**src/rtl/matrix_pkg.sv**
```systemverilog
// Shared types and helpers for the matrix serializer: FSM state encoding
// and the index-width rule used for row/column counters.
package matrix_pkg;

  typedef enum logic {
    IDLE = 1'b0,
    SEND = 1'b1
  } state_t;

  // Counter width for n entries; a single entry still gets a 1-bit index.
  function automatic int unsigned idx_w(input int unsigned n);
    return (n <= 1) ? 1 : $clog2(n);
  endfunction

endpackage

```
**src/rtl/matrix_serializer.sv**
```systemverilog
// Captures a parallel R x C matrix and streams it out one element per
// handshake in row-major order, accepting the next matrix on the last beat.
module matrix_serializer
  import matrix_pkg::*;
#(
  parameter int unsigned BITS = 16,
  parameter int unsigned R    = 2,
  parameter int unsigned C    = 2
) (
  input  logic                                clk,
  input  logic                                rst,
  input  logic                                in_valid,
  input  logic [R-1:0][C-1:0][BITS-1:0]       a,
  output logic                                in_ready,
  output logic                                drop,
  output logic                                out_valid,
  input  logic                                out_ready,
  output logic [BITS-1:0]                     out_data,
  output logic [idx_w(R)-1:0]                 out_row,
  output logic [idx_w(C)-1:0]                 out_col,
  output logic                                out_last
);

  localparam int unsigned RW = idx_w(R);
  localparam int unsigned CW = idx_w(C);
  localparam logic [RW-1:0] ROW_LAST = RW'(R - 1);
  localparam logic [CW-1:0] COL_LAST = CW'(C - 1);

  state_t                        state, state_d;
  logic [RW-1:0]                 row, row_d;
  logic [CW-1:0]                 col, col_d;
  logic [R-1:0][C-1:0][BITS-1:0] held;
  logic                          hs;
  logic                          capture;

  assign out_valid = (state == SEND);
  assign out_last  = out_valid && (row == ROW_LAST) && (col == COL_LAST);
  assign out_data  = held[row][col];
  assign out_row   = row;
  assign out_col   = col;

  // Next state, index advance and capture decision.
  always_comb begin
    state_d  = state;
    row_d    = row;
    col_d    = col;
    hs       = out_valid & out_ready;
    in_ready = (state == IDLE) | (hs & out_last);
    capture  = in_valid & in_ready;

    case (state)
      IDLE: if (capture) state_d = SEND;
      SEND: if (hs && out_last) state_d = capture ? SEND : IDLE;
      default: state_d = IDLE;
    endcase

    if (capture || (hs && out_last)) begin
      row_d = '0;
      col_d = '0;
    end else if (hs) begin
      if (col == COL_LAST) begin
        col_d = '0;
        row_d = row + RW'(1);
      end else begin
        col_d = col + CW'(1);
      end
    end
  end

  always_ff @(posedge clk) begin
    if (rst) begin
      state <= IDLE;
      row   <= '0;
      col   <= '0;
      drop  <= 1'b0;
    end else begin
      state <= state_d;
      row   <= row_d;
      col   <= col_d;
      drop  <= in_valid & ~in_ready;
    end
  end

  // Holding register carries no reset; its content only matters in SEND.
  always_ff @(posedge clk) begin
    if (!rst && capture) held <= a;
  end

endmodule

```
**config.mk**
```make
export PLATFORM = sky130hd
export DESIGN_NAME = matrix_serializer
export DESIGN_NICKNAME = d
export VERILOG_FILES = /design/src/rtl/matrix_pkg.sv /design/src/rtl/matrix_serializer.sv
export SDC_FILE = /design/constraint.sdc
export NUM_CORES = 1
export LEC_CHECK = 0
export ABC_AREA = 1
export CELL_PAD_IN_SITES_DETAIL_PLACEMENT = 1
export CELL_PAD_IN_SITES_GLOBAL_PLACEMENT = 2
export CORE_UTILIZATION = 31
export CTS_CLUSTER_SIZE = 24
export DETAILED_ROUTE_END_ITERATION = 8
export PLACE_DENSITY = 0.95
export SLEW_MARGIN = 30
export SYNTH_ARGS = -nofsm -noshare
export SYNTH_HDL_FRONTEND = slang
export SYNTH_SLANG_ARGS = --single-unit
```
**constraint.sdc**
```tcl
create_clock -name clk -period 4.55 [get_ports clk]
set_input_delay 1.365 -clock clk [delete_from_list [all_inputs] [get_ports clk]]
set_output_delay 1.365 -clock clk [all_outputs]
set_load 0.02 [all_outputs]
```
# Word level (Yosys, flattened, before mapping)
# Index checks and enable logic that the tools add are counted.
# totals
regBits	68
latch_bits	0
n_memories	0
ram_bits	0
mem_bits_ro	0
# classes
n_bitwise	7
div_mod_pow	0
n_mux	8
n_eq_ne	0
shifts	0
n_mul	0
n_lt_le_gt_ge	2
reduce_logical	8
n_addsub	2
# ops
cell	count
32-bit 2-to-1 mux	2
16-bit 2-to-1 mux	2
1-bit bitwise AND	4
1-bit logical AND	4
1-bit by 2-bit less-than comparator with 1-bit output, second input constant	2
1-bit 2-to-1 mux	3
1-bit adder, second input constant	2
1-bit inverter	2
1-bit one-hot mux with 2 select lines	1
2-bit AND reduction	1
2-bit OR reduction	1
1-bit zero test	1
1-bit logical OR	1
1-bit bitwise OR	1

# Depth between registers and ports, before layout
# depth
depth_word	8
ltp_mapped	7
mapped_depth_nobuf	6

# Least setup slack after synthesis
# No wires, ideal clock.
# synth_path
path_type	input to output
from	input port out_ready
to	output port in_ready
path_stages	4
setup_slack_ps	1462
t_required_ps	3185
arrival_time_ps	1723
path_cell_list	nand2_1 > inv_2 > nand2_1 > nand2_1
# synth_via
elab_chain_len	3
# synth_rtl
item	line	text
start, declared	matrix_serializer.sv:17	input logic out_ready,
1-bit bitwise AND	matrix_serializer.sv:47	hs = out_valid & out_ready;
1-bit bitwise AND	matrix_serializer.sv:48	in_ready = (state == IDLE) | (hs & out_last);
1-bit bitwise OR	matrix_serializer.sv:48	
end, declared	matrix_serializer.sv:14	output logic in_ready,
# Every way passes these cells.

# Worst setup path in the final report
# Same ends and word-level chain as after synthesis.

==> impl_results.md <==
- Status: complete, no violations
- CP required: about 3200 ps
- # Post-CTS Setup Buffers: 0
- RSZ-0062 raised after global routing: false
- Layout cell share with drive strength beyond 1: 10.19%
- Slew @ Worst Pin: roughly 710 ps
- Mapped Area: approximately 0.0027 mm2
- Detailed Route WL: 6.084 mm
- Cell count after placement: 403
- CTS root buf: clkbuf_8
- Setup WS pre-CTS: approximately 420 ps
- Clock skew: 7.073 ps
- HPWL Detailed: 4.164 mm
- CP Cell Sequence: clkdlybuf4s50_1 > nand2_1 > inv_2 > nand2_1 > nand2_1 > clkdlybuf4s50_1
- Slowest stage delay, CP: 610 ps
- VDD IR max: ~170 uV
- CTS tree: built
- Endpoint class of the critical path: output pin
- CTS Sinks: around 70
- First-pass GRT wire length: 9.411 mm
- Final worst-path setup slack: 419.4 ps
- Reg2Reg Depth: 8
- Initial antenna violation count: 0
- Slew headroom: 52.49%
- Hold path startpoint: out_valid$_SDFF_PP0_
- GPL Wtd Cong: 0.7185
- 1st-iter DRT viols: 63
- Syn Nets: 285
- Hold slack final: about 540 ps
- Inserted Diodes: 0
- Tcrit/Tclk final: 90.78%
- Final Slew Violations: 0
- Worst EP arrival: 2770 ps
- Critical-path top delay cell: clkdlybuf4s50_1
- Initial core utilization: around a third
- Leakage power: 1.525 nW
- Final std cells w/o fill: 419
- Worst-path clk slew: 70 ps
- Placed Area: 0.003710 mm2
- Total power: about 1.5 mW
- Hold buffers post-CTS: 0
- Ports: 90
- Clk_lat worst skew: ~330 ps
- Via/cell ratio: between 4 and 5
- Post-CTS Resized: 0
- Worst Hold End: out_valid$_SDFF_PP0_
- Remaining DRCs: 0
- DR pass1 iterations: 4
- Fin. Hold Viols: 0
- Core Area: 0.008382 mm2
- Row cnt: 33
- PwrDens: approximately 370 mW/mm2
- Post-Route Utilization: 47.11%
- FF-to-FF Start: out_row$_SDFFE_PP0P_
- Buffers on Ports: 89
- Flop and latch count out of synthesis: slightly below 70
- GRT Total Usage: 14.15%
- Worst Path Class, Setup: in -> out
- Syn-to-layout area delta: 44.57%
- Avg Cell Area, Syn: between 10 and 15 um2
- Die Span X: 95.87 um
- Final net count: 377
- Sequential share of the synthesized area: roughly 73%
- Synth warn: 0
- CP max FO: 3
- R2r setup slk: ~2300 ps
- Die Ht: 95.87 um
- Clock period minus worst slack: between 4000 and 5000 ps
- Startpoint class of the critical path: primary input
- Endpoints failing setup: 0
- Largest net degree at the start of global routing: 50
- Reg2reg end: held[52]$_DFFE_PP_
- Hold Crit Depth: 2
- Clk buf depth: 2
- Max Cap Violations: 0
- TritonCTS buffer count: 9
- Wire per inst: approximately 15 um
- Full die area: 0.009190 mm2
- Antenna Nets Post-Route: 0
- Total grt overflow: 0
- Synthesized netlist cell count: 217
- H-tree depth: 3
- Vias: 1869
- Distinct cells, synth: 16
- Most used cell, CP: nand2_1
- Setup TNS: 0 ps
- Achievable clock frequency: between 200 and 250 MHz
- Final Cell Area: 0.003949 mm2
- Vias in the first global route: just under 2000
- Min-Delay Path Class: reg -> reg
-- cells by family (layout without fill, tap and decap cells) --
family                 after synthesis  count (layout)  share of synthesized area [%]
buffers and inverters               35             132                          6.138
and+or+nand+nor                     81              81                          11.22
AOI/OAI and AO/OA                   33              33                          9.345
DFF                                 68              68                          73.29
-- cell usage after synthesis --
master     n  area (um2)
a21oi_1    1       5.000
buf_2      6       30.03
buf_4      1       7.510
buf_6      3       33.78
dfxtp_1    4       80.08
edfxtp_1  64        1922
inv_1     20       75.07
inv_2      4       15.01
inv_4      1       6.260
nand2_1   42       157.7
nand3_1    2       10.01
nor2_1    37       138.9
o211ai_1   6       45.04
o211ai_2  10       125.1
o21ai_0   12       60.06
o21ai_1    4       20.02
-- metal layers --
layer	vias up	share of wire (%)	global-route usage [%]
met5	-	0	0
met3	11	4.7	3.633
met1	883	42	15.74
met2	55	51	25.12
li1	920	-	-
met4	0	2.0	6.841
-- placed cells by master (no fill, tap or decap) --
master	count
edfxtp_1	64
nor2_1	37
buf_12	1
clkinv_4	1
o211ai_2	10
clkinvlp_4	1
o21ai_0	12
nand2_1	42
clkdlybuf4s50_1	89
o211ai_1	6
inv_4	1
clkinv_2	1
bufinv_16	3
inv_1	20
buf_4	1
dfxtp_1	4
inv_2	4
nand3_1	2
clkinv_1	1
o21ai_1	4
clkbuf_8	9
a21oi_1	1
-- cell type report --
cell class                      instances  area (um2)
Timing Repair Buffer                   91       918.4
Multi-Input combinational cell        114       561.8
Clock buffer                            9       123.9
Tap cell                              105       131.4
Inverter                               25       96.34
Fill cell                             896        4433
Clock inverter                          7       115.1
Sequential cell                        68        2002
-- worst max-delay path by stage --
stage	startpoint	to	slack, ps	cells after the start
after detailed placement	out_ready	in_ready	420	6
after global routing	out_ready	in_ready	320	6
after floorplan	out_ready	in_ready	1460	4
final	out_ready	in_ready	420	6
after global placement	out_ready	in_ready	420	6
after CTS	out_ready	in_ready	410	6
-- state kept, by name, summed over array words and instances, names as in the netlist --
name / flops
out_row: 1
out_col: 1
out_valid: 1
held: 64
drop: 1
-- worst max-delay path: cells and delay by family --
kind,cells,cell delay [ps]
AND/OR/NAND/NOR,3,250
buffers and inverters,3,1150
-- power breakdown --
group	internal [mW]	switching [mW]	leakage (nW)	total, mW
logic	0.0893	0.0694	0.784	0.159
clock network	0.362	0.230	0.117	0.592
registers	0.712	0.00791	0.624	0.720
Note: power is estimated with default switching activity, not from simulation.
